## src/rtl/ultrasonic_echo_meter_if.sv

```systemverilog
// ultrasonic_echo_meter_if: sensor-side control and measurement result signals of the echo meter
interface ultrasonic_echo_meter_if;
    logic        enable;
    logic        echo;
    logic        trigger;
    logic [19:0] contador2;
    logic        meas_valid;
    logic        timeout;
    logic        busy;
    modport master (output enable, echo, input trigger, contador2, meas_valid, timeout, busy);
    modport slave (input enable, echo, output trigger, contador2, meas_valid, timeout, busy);
endinterface

```

## src/rtl/ultrasonic_echo_meter.sv

```systemverilog
// ultrasonic_echo_meter: periodic HC-SR04 trigger generator and echo pulse width timer
module ultrasonic_echo_meter #(
    parameter int          TRIG_CYCLES   = 500,
    parameter int          PERIOD_CYCLES = 3000000,
    parameter int          RISE_TIMEOUT  = 1000000,
    parameter logic [19:0] MAX_COUNT     = 20'hFFFFF
) (
    input logic                    clk,
    input logic                    rst,
    ultrasonic_echo_meter_if.slave bus_io
);
    localparam logic [19:0] TRIG_LAST   = 20'(TRIG_CYCLES - 1);
    localparam logic [19:0] RISE_LAST   = 20'(RISE_TIMEOUT - 1);
    localparam logic [21:0] PERIOD_LAST = 22'(PERIOD_CYCLES - 1);
    typedef enum logic [2:0] {IDLE, TRIG, WAIT_ECHO, MEASURE, HOLDOFF} state_t;
    state_t      state_q;
    logic [1:0]  sync_q;
    logic [19:0] cnt_q;
    logic [21:0] period_q;
    logic        trigger_q;
    logic [19:0] contador2_q;
    logic        meas_valid_q;
    logic        timeout_q;
    logic        busy_q;
    logic        echo_s;
    assign echo_s = sync_q[1];
    always_ff @(posedge clk) begin
        if (rst) begin
            state_q      <= IDLE;
            sync_q       <= '0;
            cnt_q        <= '0;
            period_q     <= '0;
            trigger_q    <= 1'b0;
            contador2_q  <= '0;
            meas_valid_q <= 1'b0;
            timeout_q    <= 1'b0;
            busy_q       <= 1'b0;
        end else begin
            sync_q       <= {sync_q[0], bus_io.echo};
            meas_valid_q <= 1'b0;
            if (state_q != IDLE) period_q <= period_q + 22'd1;
            case (state_q)
                IDLE: if (bus_io.enable) begin
                    state_q   <= TRIG;
                    busy_q    <= 1'b1;
                    trigger_q <= 1'b1;
                    period_q  <= '0;
                    cnt_q     <= '0;
                end
                TRIG: if (cnt_q == TRIG_LAST) begin
                    state_q   <= WAIT_ECHO;
                    trigger_q <= 1'b0;
                    cnt_q     <= '0;
                end else cnt_q <= cnt_q + 20'd1;
                WAIT_ECHO: if (echo_s) begin
                    state_q <= MEASURE;
                    cnt_q   <= 20'd1;
                end else if (cnt_q == RISE_LAST) begin
                    state_q      <= HOLDOFF;
                    contador2_q  <= MAX_COUNT;
                    timeout_q    <= 1'b1;
                    meas_valid_q <= 1'b1;
                end else cnt_q <= cnt_q + 20'd1;
                // Reaching MAX_COUNT reports saturation, so a valid width never equals it
                MEASURE: if (!echo_s || cnt_q == MAX_COUNT - 20'd1) begin
                    state_q      <= HOLDOFF;
                    contador2_q  <= echo_s ? MAX_COUNT : cnt_q;
                    timeout_q    <= echo_s;
                    meas_valid_q <= 1'b1;
                end else cnt_q <= cnt_q + 20'd1;
                HOLDOFF: if (period_q == PERIOD_LAST) begin
                    state_q   <= bus_io.enable ? TRIG : IDLE;
                    busy_q    <= bus_io.enable;
                    trigger_q <= bus_io.enable;
                    period_q  <= '0;
                    cnt_q     <= '0;
                end
                default: begin
                    state_q <= IDLE;
                    busy_q  <= 1'b0;
                end
            endcase
        end
    end
    assign bus_io.trigger    = trigger_q;
    assign bus_io.contador2  = contador2_q;
    assign bus_io.meas_valid = meas_valid_q;
    assign bus_io.timeout    = timeout_q;
    assign bus_io.busy       = busy_q;
endmodule
```

## src/flat_wrapper.sv

```systemverilog
// flat-port wrapper written by rule: the top's interface ports become plain ports
module ultrasonic_echo_meter_flat 
#(
    parameter int          TRIG_CYCLES   = 500,
    parameter int          PERIOD_CYCLES = 3000000,
    parameter int          RISE_TIMEOUT  = 1000000,
    parameter logic [19:0] MAX_COUNT     = 20'hFFFFF
)
  (clk, rst, bus_io_enable, bus_io_echo, bus_io_trigger, bus_io_contador2, bus_io_meas_valid, bus_io_timeout, bus_io_busy);
  ultrasonic_echo_meter_if bus_io_i ();
  input logic clk;
  input logic rst;
  input wire logic [$bits(bus_io_i.enable)-1:0] bus_io_enable;
  input wire logic [$bits(bus_io_i.echo)-1:0] bus_io_echo;
  output wire logic [$bits(bus_io_i.trigger)-1:0] bus_io_trigger;
  output wire logic [$bits(bus_io_i.contador2)-1:0] bus_io_contador2;
  output wire logic [$bits(bus_io_i.meas_valid)-1:0] bus_io_meas_valid;
  output wire logic [$bits(bus_io_i.timeout)-1:0] bus_io_timeout;
  output wire logic [$bits(bus_io_i.busy)-1:0] bus_io_busy;
  assign bus_io_i.enable = bus_io_enable;
  assign bus_io_i.echo = bus_io_echo;
  assign bus_io_trigger = bus_io_i.trigger;
  assign bus_io_contador2 = bus_io_i.contador2;
  assign bus_io_meas_valid = bus_io_i.meas_valid;
  assign bus_io_timeout = bus_io_i.timeout;
  assign bus_io_busy = bus_io_i.busy;
  ultrasonic_echo_meter #(.TRIG_CYCLES(TRIG_CYCLES), .PERIOD_CYCLES(PERIOD_CYCLES), .RISE_TIMEOUT(RISE_TIMEOUT), .MAX_COUNT(MAX_COUNT)) u_core (.clk(clk), .rst(rst), .bus_io(bus_io_i));
endmodule
```

## config.mk

```make
export PLATFORM = sky130hd
export DESIGN_NAME = ultrasonic_echo_meter_flat
export DESIGN_NICKNAME = d
export VERILOG_FILES = /design/src/rtl/ultrasonic_echo_meter_if.sv /design/src/rtl/ultrasonic_echo_meter.sv /design/src/flat_wrapper.sv
export SDC_FILE = /design/constraint.sdc
export NUM_CORES = 1
export LEC_CHECK = 0
export BUFFER_PORTS_ARGS = -buffer_cell sky130_fd_sc_hd__buf_2
export CORE_MARGIN = 1
export CORE_UTILIZATION = 45
export CTS_CLUSTER_DIAMETER = 80
export DETAILED_ROUTE_END_ITERATION = 12
export HOLD_SLACK_MARGIN = 0.08
export PLACE_DENSITY = 0.66
export SLEW_MARGIN = 20
export SYNTH_ARGS = -nofsm -noshare
export SYNTH_HDL_FRONTEND = slang
export SYNTH_SLANG_ARGS = --single-unit
export TNS_END_PERCENT = 5
```

## constraint.sdc

```tcl
create_clock -name clk -period 2.93 [get_ports clk]
set_clock_uncertainty 0.05 [all_clocks]
set_input_delay 0.293 -clock clk [delete_from_list [all_inputs] [get_ports clk]]
set_output_delay 0.293 -clock clk [all_outputs]
set_load 0.02 [all_outputs]
```

Word level (Yosys, flattened, before mapping):

Cells that the tools add are included.

* bits in registers: 71
* word-level logic and storage cells: 79

* $add $sub $neg: 2
* equal/unequal tests: 17
* multiplexer cells: 37
* bitwise logic cells: 1
* reductions and logical operators: 13

Operators with widths (count)
* $mux 20: 10
* $pmux 20 s5: 1
* $mux 22: 3
* $pmux 22 s2: 1
* $eq 20x20->1 const B: 2
* $pmux 20 s2: 1
* $add 22x1->22 const B: 1
* $eq 22x22->1 const B: 1
* $add 20x1->20 const B: 1
* $eq 20x9->1 const B: 1
* $mux 3: 6
* $pmux 3 s5: 1
* $mux 1: 10
* $reduce_and 5->1: 2
* $ne 2x1->1 const B: 4
* $reduce_and 4->1: 2
* $eq 3x2->1 const B: 2
* $ne 2x2->1 const B: 3
* $pmux 1 s3: 2
* $reduce_bool 3->1: 2
* $reduce_bool 5->1: 1
* $pmux 1 s2: 2
* $eq 3x1->1 const B: 1
* $eq 3x3->1 const B: 1
* 9 further kinds: 9

Longest topological paths before layout:

* depth in word-level cells: 4
* depth in mapped cells: 9
* mapped depth without buffers: 8

Worst setup path before layout:

Ideal clock, no wire load.

* kind: flip-flop to flip-flop
* start point: register u_core.period_q[6]
* end point: register u_core.period_q[1]
* library setup time: 128 ps
* arrival: 2260 ps
* required time: 2752 ps
* setup slack: 492 ps
* cell stages (with the launch flop): 10
* buffers on the path: 3
* clock period less this slack: 2438 ps
* cell sequence: dfxtp_1 -> clkbuf_1 -> or4b_1 -> or4_4 -> or2_1 -> a21o_1 -> buf_2 -> buf_6 -> a22oi_1 -> nor2_1

* cells in the longest elaborated chain, start to end: 3

Ends and longest elaborated chain
* start, declared: line ultrasonic_echo_meter.sv:19 `logic [21:0] period_q;`
* start signal, assigned: line ultrasonic_echo_meter.sv:41 `if (state_q != IDLE) period_q <= period_q + 22'd1;`
* $eq 22x22->1: line ultrasonic_echo_meter.sv:71 `HOLDOFF: if (period_q == PERIOD_LAST) begin`
* $mux 22: line ultrasonic_echo_meter.sv:71
* $pmux 22 s2: line ultrasonic_echo_meter.sv:42 `case (state_q)`

Every way passes these cells.
A chain may end at the register's enable or synchronous reset.

Worst setup path in the final report:

* start point: register u_core.cnt_q[1]
* end point: register u_core.cnt_q[6]

* cells in the longest elaborated chain, start to end: 4
* elaborated cells between the ends (all ways): 13

Ends and longest elaborated chain
* start, declared: line ultrasonic_echo_meter.sv:18 `logic [19:0] cnt_q;`
* start signal, assigned: line ultrasonic_echo_meter.sv:54 `end else cnt_q <= cnt_q + 20'd1;`
* start signal, assigned: line ultrasonic_echo_meter.sv:63 `end else cnt_q <= cnt_q + 20'd1;`
* start signal, assigned: line ultrasonic_echo_meter.sv:70 `end else cnt_q <= cnt_q + 20'd1;`
* $add 20x1->20 or $eq 20x20->1 (tied branches)
* $mux 20 or $logic_or 1x1->1 (tied branches): line ultrasonic_echo_meter.sv:58, ultrasonic_echo_meter.sv:65
* $mux 20 or $ne 2x2->1 (tied branches)
* $pmux 20 s5 or $reduce_and 5->1 (tied branches)

Parallel ways exist; a longest one is shown, timed or not. The select of a mux whose other input is x is not followed.

==> run_results.csv <==
group,metric,value,unit
synth,yosysWarnings,0,
critical_path,startpoint,"u_core.cnt_q[1]",
floorplan,fp.dieW,91.0,microns
routing,drt-initial-drc-count,356,
critical_path,end_kind,"flip-flop",
place,gp_congestion,0.820,
clocking,cts_tree,"built",
clocking,htree_num_levels,3,
timing,rsz0062_at_grt,"false",
clocking,clkSinkCount,71,
floorplan,ios,28,
timing,layout_min_cycle_time,2.77,ns
worst_hold_path,hold_path_class,"in2reg",
critical_path,reg2reg_to,"u_core.cnt_q[6]",
cells_and_area,drive_gt1_share,20.8,%
global_route,grt_usage,22.4,%
timing,finalMaxSlewViolations,0,
power_and_ir_drop,p_per_area,761,nW/um^2
critical_path,cp-start-kind,"flip-flop",
flow_run,cap_violations,0,
global_route,overflow,0,
floorplan,initial_utilization,46.4,%
critical_path,reg2reg_slack,0.16,ns
floorplan,die_h,91.0,microns
global_route,grt_pass1_vias,3050,
worst_hold_path,min_from,"bus_io_echo",
synth,avgSynthCellArea,8.66,sq um
power_and_ir_drop,p_leak,1.47,nW
critical_path,cpPeakStageDelay,0.51,ns
place,port_buffers,27,
power_and_ir_drop,vdd_drop_max,0.294,mV
synth,ys_types,59,
critical_path,cp.depth,8,
critical_path,path_buf_inv,1,
clocking,path_clk_slew,0.07,ns
critical_path,crit_end,"u_core.cnt_q[6]",
synth,synth_ff_type,"dfxtp_1",
routing,num_vias,3346,
cells_and_area,antennaDiodeCount,0,
timing,relSlewSlack,48.7,%
critical_path,path_cells,"ha_1, nand3_1, or3_1, o41ai_2, o2bb2ai_1, nor2_1, buf_4, a32o_1",
critical_path,cpMaxStageDelayCell,"o41ai_2",
routing,vias_per_cell,6.21,
status,status,"completed",
clocking,cts_setup_buffers,0,
timing,finalHoldViolations,0,
global_route,grt_max_degree,48,
routing,wire_per_inst,16.6,microns
cells_and_area,fin_cells,539,
synth,synthCells,412,
floorplan,die-area,8290,sq um
cells_and_area,nFillCells,717,
routing,ant_nets,0,
synth,syn_nets,419,
synth,ys_ff_latch,71,
synth,seq_area_frac_synth,39.8,%
critical_path,critPathArrivalTime,2.97,ns
synth,yosys.area.top_type_share,39.8,%
cells_and_area,layout.nets,440,
clocking,numCtsBuffers,9,
critical_path,worst-setup-path-type,"reg2reg",
synth,yosysTopAreaCell,"dfxtp_1",
floorplan,coreArea,7690,sq um
critical_path,cp.required,3.12,ns
cells_and_area,area_growth,12.8,%
routing,first_pass_iters,5,
global_route,grt_pass1_wl,15000,microns
synth,synth_edf_count,0,
clocking,cts_resized,0,
floorplan,fp-row-count,32,
clocking,clock_latency,0.35,ns
clocking,root_buffer,"clkbuf_8",
critical_path,cp_max_fo,11,
clocking,clock_path_buffers,2,
synth,ys_async_sr_fraction,0,%
global_route,grt_antenna_before_repair,0,
place,dp.cells,524,
timing,max_freq,0.361,GHz
timing,fin_tns_setup,0,ns
place,hpwlAfterDp,5980,microns
synth,syn_area,3570,sq um
clocking,cts_hold_buf,0,
timing,tightest_slew,0.768,ns
synth,synthTopCellsByArea,"dfxtp_1, o221a_2, a21oi_1",
timing,setup-violations-final,0,
timing,fin_crit_sh,94.6,%
critical_path,cp_top_family,"compound AO/OA/AOI/OAI gates",
critical_path,reg2reg_depth,8,
routing,drc,0,
routing,wl,8960,microns
critical_path,r2r_start,"u_core.cnt_q[1]",
==> sequential cells by signal (all words and copies together) (netlist names) <==
signal,flops
u_core.bus_io.meas_valid,1
u_core.bus_io.timeout,1
u_core.cnt_q,20
u_core.bus_io.trigger,1
u_core.bus_io.busy,1
u_core.sync_q,2
u_core.state_q,3
u_core.period_q,22
u_core.bus_io.contador2,20
==> cells in the mapped netlist, drive strengths merged (8+ instances only) <==
library cell	number
dfxtp	71
nor2	32
nand2	30
a21oi	28
clkbuf	22
o21ai	20
o221a	20
nand3	16
a211oi	12
nor3	12
a32o	11
buf	11
and3	10
inv	10
nand4	10
or3	8
==> where the power goes <==
part / switching [mW] / total [mW] / internal (mW) / leakage, nW
Combinational: 0.680 / 1.11 / 0.427 / 0.793
Clock: 0.369 / 0.804 / 0.434 / 0.0985
Sequential: 0.0863 / 1.15 / 1.06 / 0.575
==> final cells by class <==
| type | count | area [sq um] | area share (%) |
|---|---|---|---|
| Multi-Input combinational cell | 297 | 1950 | 48.6 |
| Tap cell | 102 | 128 | 3.17 |
| Inverter | 11 | 41.3 | 1.03 |
| Clock inverter | 3 | 42.5 | 1.06 |
| Sequential cell | 71 | 1420 | 35.3 |
| Clock buffer | 12 | 155 | 3.86 |
| Timing Repair Buffer | 43 | 280 | 6.97 |
==> worst min-delay path by stage <==
stage / to / slack [ns] / depth (start not counted)
after floorplan: u_core.sync_q[1] / 0.36 / 1
after global placement: u_core.sync_q[1] / 0.39 / 1
after detailed placement: u_core.sync_q[1] / 0.39 / 1
after CTS: u_core.sync_q[0] / 0.09 / 2
after global routing: u_core.sync_q[0] / 0.09 / 2
final: u_core.sync_q[0] / 0.1 / 2
==> layout by cell type, fill, tap and decap left out, types with 8 or more instances in the layout <==
cell / synthesis / final
nor3_1: 12 / 12
o21ai_0: 20 / 20
buf_2: 7 / 27
nand3_1: 16 / 16
nor2_1: 32 / 32
inv_1: 10 / 10
nand4_1: 10 / 10
o221a_2: 20 / 20
a21oi_1: 28 / 28
a32o_1: 11 / 11
or3_1: 8 / 8
nand2_1: 30 / 30
a211oi_1: 12 / 12
dfxtp_1: 71 / 71
and3_1: 10 / 10
buf_4: 1 / 14
clkbuf_8: 0 / 11
==> per-layer routing <==
layer | vias to the layer above | GRT usage (%) | share of wire [%]
li1 | 1630 | - | -
met1 | 1583 | 30.6 | 49
met2 | 116 | 34.8 | 45
met3 | 17 | 4.19 | 4.9
met4 | 0 | 8.47 | 1.4
met5 | - | 0 | 0
==> per-stage QoR <==
step	hold WS [ns]	setup WS (ns)	total power, mW	area (sq um)	util [%]
after floorplan	0.364	0.492	1.96	3570	-
after global placement	0.385	0.213	2.24	3820	49.7
after detailed placement	0.388	0.145	2.27	3820	49.7
after CTS	0.0922	0.132	3.06	4020	52.3
after global routing	0.0941	0.000181	3.23	4020	52.3
final	0.0995	0.159	3.06	4020	52.3
==> logic make-up (layout without fill, tap and decap cells) <==
group / after synthesis / count (layout) / share of synthesized area, %
adders and majority gates: 3 / 3 / 1.05
DFF: 71 / 71 / 39.8
muxes: 3 / 3 / 0.842
xor gates and xnor gates: 2 / 2 / 0.491
buffers and inverters: 44 / 69 / 5.40
and+or+nand+nor: 152 / 152 / 22.5
AOI/OAI and AO/OA: 137 / 137 / 29.9
==> worst register-to-register path: cells and delay by family, from the launching register on <==
kind / cells / cell delay (ns)
AOI/OAI and AO/OA: 3 / 1.06
adders and majority gates: 1 / 0.27
buffers and inverters: 1 / 0.20
DFF: 1 / 0.41
and+or+nand+nor: 3 / 0.66
No activity file was read; power rests on OpenSTA's default activity.
